## config.mk

```make
export PLATFORM = sky130hd
export DESIGN_NAME = inference_controller
export DESIGN_NICKNAME = d
export VERILOG_FILES = /design/src/rtl/inference_controller.sv
export SDC_FILE = /design/constraint.sdc
export NUM_CORES = 1
export LEC_CHECK = 0
export BUFFER_PORTS_ARGS = -buffer_cell sky130_fd_sc_hd__buf_2
export CAP_MARGIN = 40
export CORE_UTILIZATION = 30
export CTS_CLUSTER_DIAMETER = 120
export CTS_CLUSTER_SIZE = 16
export DETAILED_ROUTE_END_ITERATION = 10
export PLACE_DENSITY = 0.52
export SLEW_MARGIN = 20
export SYNTH_ARGS = -nofsm -noshare
export SYNTH_HDL_FRONTEND = slang
export SYNTH_SLANG_ARGS = --single-unit
```

## constraint.sdc

```tcl
create_clock -name Clk -period 4.2 [get_ports Clk]
set_input_delay 0.21 -clock Clk [delete_from_list [all_inputs] [get_ports Clk]]
set_output_delay 0.21 -clock Clk [all_outputs]
set_load 0.01 [all_outputs]
```

## src/rtl/inference_controller.sv

```systemverilog
// Classify sequencer for the MNIST datapath: launches the network, waits for its
// Ready edge under a watchdog, then scans the probabilities for the arg-max digit.
module inference_controller #(
  parameter int unsigned N_CLASSES      = 10,
  parameter int unsigned TIMEOUT_CYCLES = 65535,
  parameter logic [15:0] MIN_CONF       = 16'h0400
) (
  input  logic                    Clk,
  input  logic                    Reset,
  input  logic                    Start,
  input  logic                    Clear,
  input  logic                    NnReady,
  input  logic [16*N_CLASSES-1:0] Prob,
  output logic                    NnCompute,
  output logic                    Busy,
  output logic                    Done,
  output logic                    Valid,
  output logic [3:0]              Digit,
  output logic [15:0]             Confidence,
  output logic                    LowConf,
  output logic                    Error
);

  typedef enum logic [2:0] {
    StIdle,
    StLaunch,
    StWait,
    StSettle,
    StScan,
    StDone
  } state_e;

  // Watchdog "reaches" TIMEOUT_CYCLES-1 on the WAIT cycle whose increment lands there.
  localparam logic [31:0] WdLast  = 32'(TIMEOUT_CYCLES - 2);
  localparam logic [3:0]  IdxLast = 4'(N_CLASSES - 1);

  state_e      state_q, state_d;
  logic [31:0] wd_q, wd_d;
  logic [3:0]  idx_q, idx_d;
  logic [15:0] max_q, max_d;
  logic [3:0]  arg_q, arg_d;
  logic        ready_q;
  logic        pending_q, pending_d;
  logic        valid_d, error_d, low_d;
  logic [3:0]  digit_d;
  logic [15:0] conf_d;
  logic [15:0] prob_sel;
  logic        ready_rise;

  assign ready_rise = NnReady & ~ready_q;

  // Prob is read live during SCAN; the network holds it until the next Compute.
  always_comb begin
    prob_sel = '0;
    for (int unsigned i = 0; i < N_CLASSES; i++) begin
      if (idx_q == 4'(i)) prob_sel = Prob[16*i +: 16];
    end
  end

  always_comb begin
    state_d   = state_q;
    wd_d      = wd_q;
    idx_d     = idx_q;
    max_d     = max_q;
    arg_d     = arg_q;
    pending_d = pending_q;
    valid_d   = Valid;
    error_d   = Error;
    digit_d   = Digit;
    conf_d    = Confidence;
    low_d     = LowConf;

    // Clear takes effect before a same-cycle Start is considered.
    if (Clear) begin
      valid_d   = 1'b0;
      error_d   = 1'b0;
      pending_d = 1'b0;
    end
    if (state_q != StIdle && Start) pending_d = 1'b1;

    unique case (state_q)
      StIdle: begin
        if (Start) begin
          error_d = 1'b0;
          state_d = StLaunch;
        end
      end
      StLaunch: begin
        wd_d    = '0;
        state_d = StWait;
      end
      StWait: begin
        wd_d = wd_q + 32'd1;
        if (ready_rise) begin
          state_d = StSettle;
        end else if (wd_q == WdLast) begin
          error_d   = 1'b1;
          valid_d   = 1'b0;
          pending_d = 1'b0;
          state_d   = StIdle;
        end
      end
      StSettle: begin
        idx_d   = '0;
        state_d = StScan;
      end
      StScan: begin
        // Strict compare keeps the lowest index on ties.
        if (idx_q == 4'd0 || prob_sel > max_q) begin
          max_d = prob_sel;
          arg_d = idx_q;
        end
        idx_d = idx_q + 4'd1;
        if (idx_q == IdxLast) begin
          digit_d = arg_d;
          conf_d  = max_d;
          low_d   = (max_d < MIN_CONF);
          valid_d = 1'b1;
          state_d = StDone;
        end
      end
      StDone: begin
        if (pending_d) begin
          pending_d = 1'b0;
          state_d   = StLaunch;
        end else begin
          state_d = StIdle;
        end
      end
      default: state_d = StIdle;
    endcase
  end

  always_ff @(posedge Clk) begin
    if (Reset) begin
      state_q    <= StIdle;
      wd_q       <= '0;
      idx_q      <= '0;
      max_q      <= '0;
      arg_q      <= '0;
      ready_q    <= 1'b0;
      pending_q  <= 1'b0;
      Valid      <= 1'b0;
      Error      <= 1'b0;
      Digit      <= '0;
      Confidence <= '0;
      LowConf    <= 1'b0;
    end else begin
      state_q    <= state_d;
      wd_q       <= wd_d;
      idx_q      <= idx_d;
      max_q      <= max_d;
      arg_q      <= arg_d;
      ready_q    <= NnReady;
      pending_q  <= pending_d;
      Valid      <= valid_d;
      Error      <= error_d;
      Digit      <= digit_d;
      Confidence <= conf_d;
      LowConf    <= low_d;
    end
  end

  // Masked during Reset so an abort from LAUNCH never leaks a launch pulse.
  assign NnCompute = (state_q == StLaunch) & ~Reset;
  assign Busy      = (state_q != StIdle);
  assign Done      = (state_q == StDone);

endmodule

```

; After elaboration in Yosys (flattened, before gate mapping)
; Cells that the tools add are included.
[word_totals]
reg_bits = 84
in_bits = 165
output_inout_bits = 26
elab_cells = 83
[op_classes]
n_addsub = 2
order_cmp = 2
n_eq_ne = 18
n_mux = 36
bitwise = 4
reduce_logical = 9
[ops]
columns = operator, count
row1 = $mux W16, 12
row2 = $pmux W32 S2, 1
row3 = $add A32 B1 Y32 const B, 1
row4 = $eq A32 B16 Y1 const B, 1
row5 = $pmux W3 S6, 1
row6 = $eq A4 B3 Y1 const B, 4
row7 = $gt A16 B16 Y1, 1
row8 = $lt A16 B11 Y1 const B, 1
row9 = $mux W1, 13
row10 = $mux W3, 4
row11 = $eq A4 B2 Y1 const B, 2
row12 = $eq A4 B4 Y1 const B, 2
row13 = $pmux W4 S2, 1
row14 = $eq A3 B2 Y1 const B, 2
row15 = $eq A3 B3 Y1 const B, 2
row16 = $pmux W1 S2, 3
row17 = $add A4 B1 Y4 const B, 1
row18 = $eq A4 B1 Y1 const B, 1
row19 = $logic_not A4 Y1, 1
row20 = $mux W4, 1
row21 = $ne A2 B2 Y1 const B, 2
row22 = $reduce_bool A2 Y1, 2
row23 = $eq A3 B1 Y1 const B, 1
row24 = $logic_not A3 Y1, 1
row25 = other kinds (8), 10

; Longest topological paths before layout
[logic_depth]
depth_word = 16
mapped_depth = 21
ltp_nobuf = 15

; Least setup slack after synthesis
; Ideal clock, no wire load.
[synth_timing]
kind = register to register
start = register idx_q[1]
end = register arg_q[3]
setup_ps = 128
t_arrival_ps = 3775
required_time_ps = 4072
slack_ps = 298
path_stages_with_launch = 20
n_path_buf = 5
synth_period_minus_slack_ps = 3902
cell_sequence = dfxtp_1 -> inv_1 -> ha_1 -> buf_2 -> buf_2 -> buf_2 -> buf_2 -> nor2_1 -> a211oi_1 -> o21ai_0 -> a22o_1 -> ha_1 -> nand4_1 -> or3_1 -> a2111oi_0 -> a21oi_1 -> nand3_2 -> buf_2 -> mux2i_1 -> nor2_1
[synth_via]
elab_chain_cells = 14
elab_cells_between_ends = 23
cone_classes = order compare (1) / eq/ne (9) / mux (11) / reduce/logical (2)
[synth_rtl]
columns = item, line_no
row1 = "start, declared", 39  ; logic [3:0] idx_q, idx_d;
row2 = "start signal, assigned", 151  ; idx_q <= idx_d;
row3 = $logic_not A4 Y1, "56, 109"
row4 = $mux W16 (10 in a row), 56  ; if (idx_q == 4'(i)) prob_sel = Prob[16*i +: 16];
row5 = $gt A16 B16 Y1, 109  ; if (idx_q == 4'd0 || prob_sel > max_q) begin
row6 = $logic_or A1 B1 Y1 (*), 109
row7 = $mux W4 (*), 109
row8 = "end signal, assigned", 153  ; arg_q <= arg_d;
row9 = "end, declared", 41  ; logic [3:0] arg_q, arg_d;
; Every way passes the cells marked *; elsewhere a longest branch is shown, timed or not.
; A chain may end at the register's enable or synchronous reset.

; Worst setup path in the final report
[layout_timing]
start = register idx_q[1]
end = register Confidence[15]
[layout_via]
elab_chain_cells = 15
elab_cells_between_ends = 25
cone_classes = order compare (1) / eq/ne (9) / mux (12) / reduce/logical (3)
[layout_rtl]
columns = item, line_no
row1 = $logic_not A4 Y1, "56, 109"
row2 = $mux W16 (10 in a row), 56
row3 = $gt A16 B16 Y1, 109
row4 = $logic_or A1 B1 Y1, 109
row5 = $mux W16, 109
row6 = $mux W16, 81  ; unique case (state_q)
row7 = "end signal, assigned", 159  ; Confidence <= conf_d;
row8 = "end, declared", 19  ; output logic [15:0] Confidence,
; Several ways; a longest one is shown, not always the timed one. The select of a mux whose other input is x is not followed.

==> flow_summary.ini <==
[cts]
cts.path.max_buffers = 2
clock-sinks = 84
cts_max_level = 3
cts_tree = yes
hold_buffers = 0
cts-buffers-inserted = 9
path_clk_slew_ns = 0.07
cts_root_buffer = clkbuf_16
clk_latency_ns = 0.34

[logic_synthesis]
synthArstFlopShare = 0
syn_avg_cell_area_um2 = 7.577
ys.flop_type = dfxtp_1
ys_types = 66
yosys_register_bits = 84
synthCells = 776
syn_area_mm2 = 0.005879
synth_fa_ha_area_frac = 0.04682
synth_top_family_by_area = compound AO/OA/AOI/OAI gates
synth_xor_area_frac = 0
synth_mux_area_frac = 0.07831
ys_seq_area_frac = 0.2860
synth-compound-area-share = 0.2649
synth_edf_count = 0
synth_nets = 963
synth-simple-area-share = 0.2581
yosysWarnings = 0

[timing]
drv_slew = 0
finClkSkew_ns = 0.01203
finalCritPeriodShare = 0.9568
slew_headroom = 0.4944
fin_crit_ns = 4.019
setup-tns-final_ns = 0
worst_pin_slew_ns = 0.7515
fmaxAchievable_ghz = 0.2488
timing.hold.ws_ns = 0.08645
finalHoldViolations = 0
setup_viol = 0

[grt]
grt_pass1_vias = 6053
grt_max_degree = 57
grt_pass1_wl_mm = 32.95
grt_usage = 0.2090
antenna_found_initial = 0
grt-ovfl-total = 0

[job]
drv_cap = 0

[placement]
place_hpwl_mm = 16.50
place_inst = 1209
portBuffers = 190
gp_congestion = 0.8962
place_area_mm2 = 0.007254

[setup_path]
cp-start-kind = flip-flop
cp.required_ns = 4.39
cp.arrival_ns = 4.21
crit_type = reg -> reg
crit_path_max_fanout = 48
end_kind = flip-flop

[floorplan]
dieArea_mm2 = 0.02016
fp.dieH_um = 142.0
start_util = 0.3102
die_w_um = 142.0
io-pin-count = 191
num_rows = 50
coreArea_mm2 = 0.01896

[power]
leakage_nw = 3.062
power_frac_clock = 0.361
switching_share = 0.3072
p_seq_frac = 0.394
combPwrFrac = 0.244
total_power_mw = 2.110
p_int_mw = 1.462
powerDensity_mw_per_mm2 = 277.3
irDropWorstVdd_mv = 0.2141
p_switching_mw = 0.6481

[final_layout]
final_cell_mix = buf_2 (190), nor2_1 (87), dfxtp_1 (81)
num-nets-final = 1149
stdcell_area_mm2 = 0.007610
syn_to_final_growth_pct = 29.43
finalNonFillerCells = 1227
num_antenna_cells = 0
layout_commonest_cell = buf_2
layout-drive-gt1-share = 0.3071

[routing]
vias = 6530
wl_mm = 21.06
drtIter0Drc = 489
detail-route-antenna-nets = 0
wire_per_inst_um = 17.16
drt_first_pass_iters = 5
post-route-drc-count = 0
viasPerCell = 5.322

[min_path]
min_path_type = in -> reg

[outcome]
outcome = finished clean
## registers in the layout, summed over array words and instances, names as in the netlist
| signal | cells |
|---|---|
| wd_q | 32 |
| max_q | 16 |
| Digit | 4 |
| ready_q | 1 |
| LowConf | 1 |
| Confidence | 16 |
| pending_q | 1 |
| arg_q | 4 |
| idx_q | 4 |
| Error | 1 |
| state_q | 3 |
| Valid | 1 |
## per-stage QoR
stage | setup WS, ns | util
4_1_cts | 0.05258 | 0.3976
5_1_grt | -0.007505 | 0.4015
2_1_floorplan | 0.2978 | -
6_report | 0.1813 | 0.4015
3_5_place_dp | 0.08231 | 0.3827
3_3_place_gp | 0.1109 | 0.3827
## cells in the mapped netlist (all sizes together) (14+ instances only)
master,instances,area share
mux2i,37,0.063
a21oi,64,0.054
nand3,29,0.026
a211oi,29,0.037
dfxtp,84,0.29
o211ai,17,0.022
nor2,89,0.057
buf,25,0.027
nor2b,15,0.019
nand2,77,0.050
clkbuf,31,0.020
ha,22,0.047
o21ai,44,0.038
nand4,14,0.015
inv,30,0.019
## per-layer routing
metal | share of wire | GRT usage | vias up
met3 | 0.058 | 0.03903 | 28
li1 | - | - | 3236
met5 | 0 | 0 | -
met1 | 0.46 | 0.2855 | 3054
met2 | 0.46 | 0.3375 | 212
met4 | 0.016 | 0.05093 | 0
## path summary, 6_finish.rpt
| check | start | to | slack (ns) | cells after the start |
|---|---|---|---|---|
| max | idx_q[1]$_SDFFE_PP0P_ | Confidence[15]$_SDFFE_PP0P_ | 0.18 | 15 |
| max reg2reg | idx_q[1]$_SDFFE_PP0P_ | Confidence[15]$_SDFFE_PP0P_ | 0.18 | 15 |
| min reg2reg | Valid$_SDFF_PP0_ | Valid$_SDFF_PP0_ | 0.47 | 2 |
| min | NnReady | ready_q$_SDFF_PP0_ | 0.09 | 2 |
## cell type report
cell class              instances  area [um^2]
clock buffers                  10        239.0
clock inverters                 6        43.79
fillers                      2025        11350
inverters                      30        112.6
multi-input cells             606         3870
flip-flops and latches         84         1685
well taps                     260        325.3
repair buffers                231         1334
## what timing repair did
| action | in CTS | in global routing |
|---|---|---|
| resized for setup | 0 | 20 |
| setup buffers | 0 | 2 |
| endpoints found under the setup margin | 0 | 41 |
## critical path: stages, from the launching register on
cell	delay (ns)
dfxtp_2	0.35
inv_1	0.07
ha_2	0.20
buf_12	0.18
a221oi_1	0.44
a211oi_1	0.18
a311oi_1	0.29
o21ai_1	0.20
ha_1	0.24
a221oi_2	0.32
o21ai_0	0.15
or4_4	0.60
nand2_2	0.12
buf_12	0.16
mux2i_2	0.25
a211oi_1	0.10
## cells by family after synthesis
| logic type | after synthesis |
|---|---|
| muxes | 45 |
| AOI/OAI and AO/OA | 233 |
| adders and majority gates | 22 |
| DFF | 84 |
| buffers and inverters | 86 |
| and+or+nand+nor | 306 |
## power groups by stage
stage / logic (mW) / registers, mW / clock network, mW
final: 0.516 / 0.832 / 0.762
after global placement: 0.509 / 0.850 / 0
after detailed placement: 0.503 / 0.850 / 0
after CTS: 0.506 / 0.832 / 0.783
after global routing: 0.569 / 0.835 / 0.816
after floorplan: 0.304 / 0.841 / 0
Power figures use the tool's default switching activity.
